$ cat src/rtl/aer_core_event_merger.sv
// Round-robin merge of per-core AER FIFOs into one stream with a timestep barrier across enabled cores.
// Latency: head to evt_req is 1 cycle; cores are popped only while the output slot is free (empty or being accepted).
module aer_core_event_merger #(
    parameter int CORE_NUM                 = 16,
    parameter int AER_OUT_CORE_WIDTH       = 8,
    parameter int CORE_ID_W                = $clog2(CORE_NUM),
    parameter int AER_OUT_NEXT_LAYER_WIDTH = AER_OUT_CORE_WIDTH + CORE_ID_W,
    parameter int BARRIER_TIMEOUT          = 1024,
    parameter int CNT_W                    = 16
) (
    input  logic                                   clk,
    input  logic                                   rst_n,
    input  logic [CORE_NUM-1:0]                    core_en,
    input  logic [CORE_NUM-1:0]                    core_req,
    input  logic [CORE_NUM*AER_OUT_CORE_WIDTH-1:0] core_addr,
    output logic [CORE_NUM-1:0]                    core_ack,
    output logic                                   evt_req,
    output logic [AER_OUT_NEXT_LAYER_WIDTH-1:0]    evt_addr,
    input  logic                                   evt_ack,
    output logic [CNT_W-1:0]                       tstep_cnt,
    output logic [CNT_W-1:0]                       step_evt_cnt,
    output logic                                   barrier_stall,
    input  logic                                   stall_clr
);

    localparam int W    = AER_OUT_CORE_WIDTH;
    localparam int TO_W = $clog2(BARRIER_TIMEOUT + 1);
    localparam logic [CORE_ID_W:0] CORE_NUM_W = (CORE_ID_W + 1)'(CORE_NUM);
    localparam logic [TO_W-1:0]    TO_MAX     = TO_W'(BARRIER_TIMEOUT);
    localparam logic [1:0]         TYPE_TSTEP = 2'b01;

    typedef enum logic [1:0] {IDLE, NEUR, TSTEP} state_t;

    state_t                state, state_nxt;
    logic                  active;
    logic [CORE_ID_W-1:0]  ptr;
    logic [CNT_W-1:0]      run_cnt;
    logic [TO_W-1:0]       to_cnt;

    logic [CORE_NUM-1:0]   neur_cand, parked;
    logic                  gnt_found;
    logic [CORE_ID_W-1:0]  gnt_id;
    logic [W-1:0]          gnt_dat;
    logic [CORE_ID_W:0]    sum;
    logic [W-3:0]          low_id;
    logic [1:0]            ty;
    logic                  slot_free, do_grant, do_release;

    always_comb begin
        neur_cand = '0;
        parked    = '0;
        ty        = '0;
        for (int i = 0; i < CORE_NUM; i++) begin
            ty           = core_addr[i*W + W - 2 +: 2];
            neur_cand[i] = core_en[i] & core_req[i] & (ty != TYPE_TSTEP);
            parked[i]    = core_en[i] & core_req[i] & (ty == TYPE_TSTEP);
        end
    end

    // Search starts one past the last granted core so every active core gets a turn.
    always_comb begin
        gnt_found = 1'b0;
        gnt_id    = '0;
        gnt_dat   = '0;
        sum       = '0;
        for (int k = 1; k <= CORE_NUM; k++) begin
            sum = {1'b0, ptr} + (CORE_ID_W + 1)'(k);
            if (sum >= CORE_NUM_W)
                sum = sum - CORE_NUM_W;
            if (!gnt_found && neur_cand[sum[CORE_ID_W-1:0]]) begin
                gnt_found = 1'b1;
                gnt_id    = sum[CORE_ID_W-1:0];
                gnt_dat   = core_addr[sum[CORE_ID_W-1:0]*W +: W];
            end
        end
    end

    always_comb begin
        low_id = '0;
        for (int i = CORE_NUM - 1; i >= 0; i--)
            if (core_en[i])
                low_id = core_addr[i*W +: W-2];
    end

    assign slot_free  = (state == IDLE) || evt_ack;
    assign do_grant   = active && slot_free && gnt_found;
    assign do_release = active && slot_free && !gnt_found && (core_en != '0) && (parked == core_en);

    always_ff @(posedge clk or negedge rst_n) begin
        if (!rst_n)
            state <= IDLE;
        else
            state <= state_nxt;
    end

    always_comb begin
        state_nxt = state;
        if (do_grant)
            state_nxt = NEUR;
        else if (do_release)
            state_nxt = TSTEP;
        else if (slot_free)
            state_nxt = IDLE;
    end

    always_comb begin
        evt_req  = (state != IDLE);
        core_ack = '0;
        if (do_grant)
            core_ack = CORE_NUM'(1) << gnt_id;
        else if (do_release)
            core_ack = core_en;
    end

    // active holds off pops for the first cycle out of reset so core_ack is quiet while reset is asserted.
    always_ff @(posedge clk or negedge rst_n) begin
        if (!rst_n) begin
            active       <= 1'b0;
            evt_addr     <= '0;
            ptr          <= CORE_ID_W'(CORE_NUM - 1);
            run_cnt      <= '0;
            step_evt_cnt <= '0;
            tstep_cnt    <= '0;
        end else begin
            active <= 1'b1;
            if (do_grant) begin
                evt_addr <= {gnt_dat, gnt_id};
                ptr      <= gnt_id;
                if (run_cnt != '1)
                    run_cnt <= run_cnt + 1'b1;
            end else if (do_release) begin
                evt_addr     <= {TYPE_TSTEP, low_id, CORE_ID_W'(0)};
                ptr          <= CORE_ID_W'(CORE_NUM - 1);
                step_evt_cnt <= run_cnt;
                run_cnt      <= '0;
                tstep_cnt    <= tstep_cnt + 1'b1;
            end
        end
    end

    // Counter saturates at the limit; the flag is set once on the cycle the limit is reached.
    always_ff @(posedge clk or negedge rst_n) begin
        if (!rst_n) begin
            to_cnt        <= '0;
            barrier_stall <= 1'b0;
        end else begin
            if (do_release || (parked == '0))
                to_cnt <= '0;
            else if (to_cnt != TO_MAX)
                to_cnt <= to_cnt + 1'b1;

            if ((parked != '0) && !do_release && (to_cnt == TO_MAX - TO_W'(1)))
                barrier_stall <= 1'b1;
            else if (stall_clr)
                barrier_stall <= 1'b0;
        end
    end

endmodule

$ cat config.mk
export PLATFORM = sky130hd
export DESIGN_NAME = aer_core_event_merger
export DESIGN_NICKNAME = d
export VERILOG_FILES = /design/src/rtl/aer_core_event_merger.sv
export SDC_FILE = /design/constraint.sdc
export NUM_CORES = 1
export LEC_CHECK = 0
export CAP_MARGIN = 20
export CORE_MARGIN = 4
export CORE_UTILIZATION = 45
export CTS_BUF_LIST = sky130_fd_sc_hd__clkbuf_2
export DETAILED_ROUTE_END_ITERATION = 8
export HOLD_SLACK_MARGIN = 0.05
export PLACE_DENSITY = 0.67
export SLEW_MARGIN = 10
export SYNTH_ARGS = -nofsm -noshare
export SYNTH_HDL_FRONTEND = slang
export SYNTH_SLANG_ARGS = --single-unit
export TNS_END_PERCENT = 10
$ cat constraint.sdc
create_clock -name clk -period 6.1 [get_ports clk]
set_clock_uncertainty 0.1 [all_clocks]
set_input_delay 0.61 -clock clk [delete_from_list [all_inputs] [get_ports clk]]
set_output_delay 0.61 -clock clk [all_outputs]
set_load 0.005 [all_outputs]
# ---- Word level (Yosys, flattened, before mapping)
# Index checks and enable logic that the tools add are counted.
# Widths: inputs -> output; s select.
dict set report word_totals {
  regBits 79
  out_inout_bits 62
  word_cells 359
}
dict set report classes {
  add_sub_neg 35
  order_cmp 32
  n_eq_ne 37
  shift 17
  n_mux 128
  n_bitwise 49
  reduce_logical 52
}
# cell count
set op_table {}
lappend op_table {{$shiftx 128x8->8} 16}
lappend op_table {{$mux 4} 34}
lappend op_table {{$mux 8} 16}
lappend op_table {{$mux 6} 16}
lappend op_table {{$ge 5x5->1 const B} 16}
lappend op_table {{$lt 4x5->1 const B} 16}
lappend op_table {{$mux 16} 5}
lappend op_table {{$bmux 1 s4} 16}
lappend op_table {{$sub 4x1->4 const B} 16}
lappend op_table {{$and 1x1->1} 48}
lappend op_table {{$add 4x4->5 const B} 8}
lappend op_table {{$mux 1} 34}
lappend op_table {{$ne 2x1->1 const B} 17}
lappend op_table {{$add 16x1->16 const B} 2}
lappend op_table {{$eq 2x1->1 const B} 16}
lappend op_table {{$reduce_bool 16->1} 2}
lappend op_table {{$mux 12} 2}
lappend op_table {{$logic_and 1x1->1} 22}
lappend op_table {{$mux 11} 2}
lappend op_table {{$add 4x3->5 const B} 4}
lappend op_table {{$logic_not 1->1} 17}
lappend op_table {{$eq 16x16->1} 1}
lappend op_table {{$logic_not 16->1} 1}
lappend op_table {{$ne 16x16->1 const B} 1}
lappend op_table {{other kinds (14)} 22}

# ---- Logic depth before layout (Yosys ltp)
# Gate-level depths: netlist (run 1).
dict set report depth {
  word_depth 59
  mapped_depth 18
  depth_no_buf 13
}

# ---- Worst setup path after synthesis (run 1)
# No wires, ideal clock.
dict set report synth_path {
  kind {register to output}
  start {register ptr[2]}
  end {output core_ack[4]}
  arrival_ps 4655
  t_required_ps 5390
  setup_slack_ps 735
  stages_incl_launch_ff 16
  path_buffers 4
  path_cell_list {dfstp_2 buf_2 clkinv_1 buf_1 clkbuf_1 ha_1 xnor2_1 mux4_2 nor3b_1 nand4_4 buf_4 a221oi_1 o41ai_2 o2111ai_4 or3_1 o31ai_2}
}
dict set report synth_via {
  elab_chain_len 57
  elab_cells_between_ends 166
  classes_between {add/sub (32); order compare (16); shift (1); mux (82); reduce/logical (35)}
}
# item line_no
set synth_lines {}
lappend synth_lines {{start: declaration} 36} ;# logic [CORE_ID_W-1:0] ptr;
lappend synth_lines {{start signal: assignment} 120} ;# ptr <= CORE_ID_W'(CORE_NUM - 1);
lappend synth_lines {{start signal: assignment} 128} ;# ptr <= gnt_id;
lappend synth_lines {{start signal: assignment} 133} ;# ptr <= CORE_ID_W'(CORE_NUM - 1);
lappend synth_lines {{$add 4x1->5} 67} ;# sum = {1'b0, ptr} + (CORE_ID_W + 1)'(k);
lappend synth_lines {{$sub 4x1->4 / $ge 5x5->1 (equally long branches)} {69, 68}}
lappend synth_lines {{$mux 4} 68} ;# if (sum >= CORE_NUM_W)
lappend synth_lines {{$bmux 1 s4} 70} ;# if (!gnt_found && neur_cand[sum[CORE_ID_W-1:0]]) begin
lappend synth_lines {{$mux 1 (implied by the code)} 70}
lappend synth_lines {{$mux 1} 70}
lappend synth_lines {{$logic_not 1->1} 70}
lappend synth_lines {{$logic_and 1x1->1} 70}
lappend synth_lines {{[39 not listed]} --}
lappend synth_lines {{$mux 1} 70}
lappend synth_lines {{$logic_not 1->1} 70}
lappend synth_lines {{$logic_and 1x1->1} 70}
lappend synth_lines {{$mux 1} 70}
lappend synth_lines {{$logic_not 1->1} 87} ;# assign do_release = active && slot_free && !gnt_found && (core_en != '0) && (parked == core_en);
lappend synth_lines {{$logic_and 1x1->1 (3 in a row)} 87}
lappend synth_lines {{$mux 16} 111} ;# else if (do_release)
lappend synth_lines {{$mux 16 (*)} 109} ;# if (do_grant)
lappend synth_lines {{end: declaration} 16} ;# output logic [CORE_NUM-1:0] core_ack,
# Mark *: on every way between the ends. The rest lies on a longest branch, timed or not. The select of a mux whose other input is x is not followed.

# ---- Worst setup path after layout (run 1)
dict set report layout_path {
  start {register ptr[1]}
  end {output core_ack[11]}
}
# The elaborated chain is that of the path after synthesis.

==> results of run 1 <==
## registers in the layout, indices dropped and copies added (netlist names)
register and count:
tstep_cnt 16, state 2, run_cnt 16, to_cnt 11, step_evt_cnt 16, active 1, barrier_stall 1, ptr 4
evt_addr 12
## per-layer routing
layer,routed length [um],up-vias
li1,-,7401
met1,27000,8413
met2,32100,1455
met3,11900,344
met4,5050,6
met5,41,-
## cells in the final DEF, fill, tap and decap left out, types with 9 or more instances in the layout
cell type          n
xor2_1            15
and2b_1           14
nand3_1           43
a21oi_1           84
inv_1             20
a211oi_1          23
a31oi_1           11
mux2_2            24
or2_2             14
o211ai_1          28
mux2i_1           70
o31ai_1            9
nor3_1            67
a221oi_1          12
nand2b_1          14
and3_1            17
a22oi_1           13
nor4_1            20
mux4_2           171
clkbuf_2          12
dfrtp_1           75
nand2_1          325
nor2_1           125
o21ai_0          117
xnor2_1           17
nor3_2             9
clkdlybuf4s50_1  212
nand4_1           20
o22ai_1           24
nor2b_1           12
ha_1               9
buf_4            204
## stage by stage
step	worst slack [ps]	std cells	hold slack, ps	cell area (um^2)
floorplan	735	1742	214	14500
global placement	-114	2434	359	18300
detailed placement	-73.2	2434	356	18300
CTS	-128	2466	52.5	18600
global route	-302	2469	146	18800
finish	-143	2471	132	18900
## critical path, cell delays in order, from the launching register on
cell and delay (ps):
dfstp_4 700, inv_1 80, ha_4 350, clkinvlp_4 210, mux4_2 400, mux4_2 520, and3b_2 310, buf_4 120
buf_4 110, nand4_1 230, buf_6 250, nor2_1 140, o41ai_2 100, o2111ai_4 200, o211ai_1 330, o21ai_1 260
clkdlybuf4s50_1 550
## cells by family (layout without fill, tap and decap cells)
| group | after synthesis | count (layout) | synth area share, % |
|---|---|---|---|
| simple gates | 746 | 746 | 24.7 |
| compound gates | 441 | 441 | 20.3 |
| mux | 267 | 267 | 33.5 |
| buf+inv | 155 | 479 | 4.32 |
| flops | 79 | 79 | 13.7 |
| xor+xnor | 42 | 42 | 2.54 |
| fa+ha+maj | 11 | 11 | 0.952 |
| other cells | 1 | 4 | 0.0259 |
## worst max-delay path by stage
| stage | startpoint | to | slack (ps) | depth (start not counted) |
|---|---|---|---|---|
| after CTS | ptr[1] | core_ack[4] | -130 | 15 |
| after global routing | ptr[1] | core_ack[5] | -300 | 16 |
| after global placement | core_addr[78] | core_ack[0] | -110 | 15 |
| after detailed placement | core_addr[78] | core_ack[0] | -70 | 15 |
| after floorplan | ptr[2] | core_ack[4] | 730 | 15 |
| final | ptr[1] | core_ack[11] | -140 | 16 |
## final cells by class
class                      count  area (um^2)
antenna                        3         7.51
clock buffer                  10         50.0
clock inverter                 6         60.1
fill                        2827        12800
inverter                      25         98.8
multi-input combinational   1508        12200
sequential                    79         1990
tap                          402          503
timing repair buffer         438         3910
## what timing repair did
item | CTS | global route
gates resized for setup | 53 | 34
hold buffers | 1 | 0
pin swaps | 9 | 11
setup endpoints to repair | 16 | 16
hold endpoints to repair | 22 | 0
buffers inserted | 15 | 1
==> impl_metrics.env, run 1 <==
export IMPL_cts_htree_levels=3
export IMPL_vias=17600
export IMPL_track_usage_pct=41.7
export IMPL_cp_data_required_time_ps=5390
export IMPL_yosys_warnings=0
export IMPL_relSlewSlack_pct=27.6
export IMPL_grt_pass1_wl_um=110000
export IMPL_start_util_pct=45.7
export IMPL_synth_fp_nets=1917
export IMPL_area_growth_pct=30.4
export IMPL_drc=0
export IMPL_die_area_mm2=0.0351
export IMPL_cap_violations=0
export IMPL_regToRegSetupSlack_ps=1000
export IMPL_async_flop_share_pct=100
export IMPL_postRouteAntennaNets=0
export IMPL_post_route_period_util_pct=102
export IMPL_clockBufferDepth=2
export IMPL_setup_viol=4
export IMPL_drive_gt1_share_pct=25.9
export IMPL_synth_edf_count=0
export IMPL_grt_max_degree=65
export IMPL_dpl_hpwl_um=60200
export IMPL_gp_congestion=1.07
export IMPL_yosys_register_bits=79
export IMPL_synth_top_cells_by_count="326 x nand2_1, 171 x mux4_2, 126 x nor2_1"
export IMPL_reg2regPathDepth=17
export IMPL_clk_latency_ps=780
export IMPL_synth_area_leaders="mux4_2 27%, dfrtp_1 13%, nand2_1 8.5%"
export IMPL_rsz0062_at_grt="true"
export IMPL_cts_clk_slew_worst_paths_ps=420
export IMPL_cts_root_buf="clkbuf_2"
export IMPL_startpoint_type="register"
export IMPL_violations="setup timing"
export IMPL_cp_max_fo=7
export IMPL_post_route_util_pct=59.6
export IMPL_layout_nets=2236
export IMPL_ios=226
export IMPL_cts_sinks=79
export IMPL_status="finished, violations left"
export IMPL_yosysMostFrequentCell="nand2_1"
export IMPL_first_iter_violations=3067
export IMPL_synth_main_ff_cell="dfrtp_1"
export IMPL_dr_pass1_iters=6
export IMPL_synth_cell_types=97
export IMPL_worst_setup_path_end_kind="primary output"
export IMPL_portBuffers=225
export IMPL_tns_ps=-422
export IMPL_use_met3_pct=18.1
export IMPL_yosys_area_top_type="mux4_2"
export IMPL_syn_area_mm2=0.0145
export IMPL_post_route_min_period_ps=6240
export IMPL_cp_arrival_ps=5530
export IMPL_top_usage_layer="met2"
export IMPL_core_area_mm2=0.0316
export IMPL_slew_viol_final=0
export IMPL_reg2reg_from="ptr[1]"
export IMPL_die_y_um=187
export IMPL_numCtsBuffers=9
export IMPL_drt_wl_total_um=76100
export IMPL_synth_area_per_cell_um2=8.30
export IMPL_wl_per_cell_um=30.8
export IMPL_overflow=0
export IMPL_netlist_instances=1742
export IMPL_antenna_found_initial=4
export IMPL_cts_tree="yes"
export IMPL_finalHoldViolCount=0
export IMPL_die_x_um=187
export IMPL_setup_ws_ps=-143
export IMPL_grtUsageMet1_pct=52.6
export IMPL_yosysSeqAreaShare_pct=13.7
export IMPL_reg2reg_to="run_cnt[3]"
export IMPL_use_met2_pct=61.1
export IMPL_path_class="reg -> out"
export IMPL_synth_top_area_share_pct=26.6
export IMPL_hold_class="in -> async"
export IMPL_max_slew_worst_pin_slew_ps=1080
export IMPL_timing_fmax_mhz=160
export IMPL_routed_via_density=7.13
export IMPL_grt_pass1_vias=16700
export IMPL_core_rowCount=65
Power of run 1 is not shown: default switching activity piles up to over one toggle a cycle in this logic, so the estimate is an artifact.
==> run 2: changes to the inputs <==
--- a/config.mk
+++ b/config.mk
@@ -8,7 +8,7 @@
 export CAP_MARGIN = 20
 export CORE_MARGIN = 4
 export CORE_UTILIZATION = 45
-export CTS_BUF_LIST = sky130_fd_sc_hd__clkbuf_2
+export CTS_BUF_LIST = sky130_fd_sc_hd__clkbuf_16
 export DETAILED_ROUTE_END_ITERATION = 8
 export HOLD_SLACK_MARGIN = 0.05
 export PLACE_DENSITY = 0.67
==> run 2 against run 1 <==
The flow now finishes without violations. Clock-buffer cell count shrank 1. Critical path depth shrank 1. Die area is the same. Utilization shrank 0.063 points. Global-route usage shrank 0.37 points. Maximum frequency grew 3.1%. Final area shrank 0.11%. Worst setup slack gained 190 ps. First-iteration DRC count shrank 6.3%. Via count shrank 0.74%. Non-clock buffer count shrank 9. Register-to-register slack lost 80 ps. Critical path type unchanged.
==> impl_metrics.env, run 2 (synthesis gave the netlist of run 1 again) <==
export IMPL_postRouteAntennaNets=0
export IMPL_status="finished, final reports clean"
export IMPL_cts_clk_slew_worst_paths_ps=60
export IMPL_overflow=0
export IMPL_dr_pass1_iters=9
export IMPL_finalHoldViolCount=0
export IMPL_cp_arrival_ps=5350
export IMPL_start_util_pct=45.7
export IMPL_portBuffers=225
export IMPL_cts_htree_levels=3
export IMPL_final_common_cell="nand2_1"
export IMPL_dpl_hpwl_um=60200
export IMPL_n_antenna_cell=0
export IMPL_grt_max_degree=65
export IMPL_core_area_mm2=0.0316
export IMPL_track_usage_pct=41.3
export IMPL_die_y_um=187
export IMPL_worst_setup_path_end_kind="primary output"
export IMPL_critPathLaunch="ptr[1]"
export IMPL_relSlewSlack_pct=36.9
export IMPL_post_route_util_pct=59.5
export IMPL_wl_per_cell_um=30.6
export IMPL_timing_fmax_mhz=165
export IMPL_cts_root_buf="clkbuf_16"
export IMPL_setup_viol=0
export IMPL_reg_top3="run_cnt x16, step_evt_cnt x16, tstep_cnt x16"
export IMPL_grt_pass1_vias=16500
export IMPL_post_route_min_period_ps=6060
export IMPL_hold_class="reg -> reg"
export IMPL_post_route_period_util_pct=99.3
export IMPL_startpoint_type="register"
export IMPL_final_cell_mix="325 x nand2_1, 222 x clkdlybuf4s50_1, 198 x buf_4, 171 x mux4_2, 126 x nor2_1"
export IMPL_reg2reg_from="ptr[1]"
export IMPL_cp_max_fo=8
export IMPL_first_iter_violations=2875
export IMPL_core_rowCount=65
export IMPL_antenna_found_initial=4
export IMPL_clockBufferDepth=2
export IMPL_numCtsBuffers=9
export IMPL_rsz0062_at_grt="true"
export IMPL_drt_wl_total_um=75400
export IMPL_cp_cell_sequence="inv_1 > ha_4 > clkinvlp_4 > mux4_2 > mux4_2 > and3b_2 > nand4_4 > buf_4 > buf_4 > nor2_1 > nor4_2 > a22oi_2 > nand3_1 > o21ai_0 > clkdlybuf4s50_1"
export IMPL_die_x_um=187
export IMPL_path_class="reg -> out"
export IMPL_area_growth_pct=30.2
export IMPL_layout_nets=2227
export IMPL_slew_viol_final=0
export IMPL_crit_buf_inv=5
export IMPL_drc=0
export IMPL_slowest_delay_ps=680
export IMPL_cap_violations=0
export IMPL_die_area_mm2=0.0351
export IMPL_drive_gt1_share_pct=24.7
export IMPL_gp_congestion=1.07
export IMPL_cp_data_required_time_ps=5390
export IMPL_clk_latency_ps=390
export IMPL_grt_pass1_wl_um=109000
export IMPL_max_slew_worst_pin_slew_ps=947
export IMPL_vias=17500
export IMPL_routed_via_density=7.11
export IMPL_cts_sinks=79
export IMPL_critPathSlowestCell="dfstp_4"
export IMPL_hold_start="tstep_cnt[15]"
export IMPL_ios=226
export IMPL_worst_path_dominant_cell_family="buffers and inverters"
export IMPL_cts_tree="yes"
## run 2: changes by cell type in the layout (fill, tap and decap cells not counted), sizes merged
cell,before,now
inv,23,24
clkbuf,12,9
dlygate4sd2,6,0
dlymetal6s2s,3,2
buf,213,204
diode,3,0
clkdlybuf4s15,1,0
clkdlybuf4s50,212,222
## run 2: final cells by class
type	instances	area, um^2
Clock buffer	9	225
Clock inverter	7	63.8
Fill cell	2823	12800
Inverter	25	97.6
Multi-Input combinational cell	1508	12100
Sequential cell	79	1990
Tap cell	402	503
Timing Repair Buffer	429	3840
## run 2: layer usage
metal,vias to the layer above,track usage [%],routed length (um)
met5,-,0,62
met4,6,18.6,4370
met3,293,17.3,11800
met2,1432,61.3,32000
met1,8387,52.9,27100
li1,7371,-,-
## run 2: timing repair
item	4_1_cts	5_1_grt
endpoints found under the hold margin	8	0
hold buffers	1	0
pin swaps	4	3
resized for setup	7	37
endpoints found under the setup margin	15	16
setup buffers	5	2
## run 2: worst reg2reg max path, cell delays in order, from the launching register on
cell        delay (ps)
dfstp_4            680
inv_1              100
ha_4               350
clkinvlp_4         230
buf_4              240
mux4_2             350
mux4_2             540
nand3_2            120
buf_4              150
nor4_4              50
buf_4              150
a31oi_2            690
buf_4              360
nor2_1              80
buf_4              230
o2bb2ai_1          210
nor4_1             320
a21oi_1            130
## run 2: final timing paths
kind / slack, ps / cells past startpoint / end
worst min register to register: 370 / 1 / tstep_cnt[15]
worst max register to register: 920 / 17 / evt_addr[8]
max in group asynchronous: 4100 / 3 / tstep_cnt[12]
worst min-delay path: 370 / 1 / tstep_cnt[15]
worst max-delay path: 40 / 15 / core_ack[11]
min in group asynchronous: 610 / 2 / evt_addr[7]
## run 2: through the flow
stage          hold WS [ps]  TNS [ps]  area [um^2]  std cells  setup slack (ps)
2_1_floorplan           214         0        14500       1742               735
3_5_place_dp            356      -116        18300       2434             -73.2
3_3_place_gp            359      -403        18300       2434              -114
6_report                372         0        18800       2459              43.5
4_1_cts                 376     -43.8        18600       2456             -37.9
5_1_grt                 389      -212        18800       2459             -66.6
Power of run 2 is left out for the same reason.
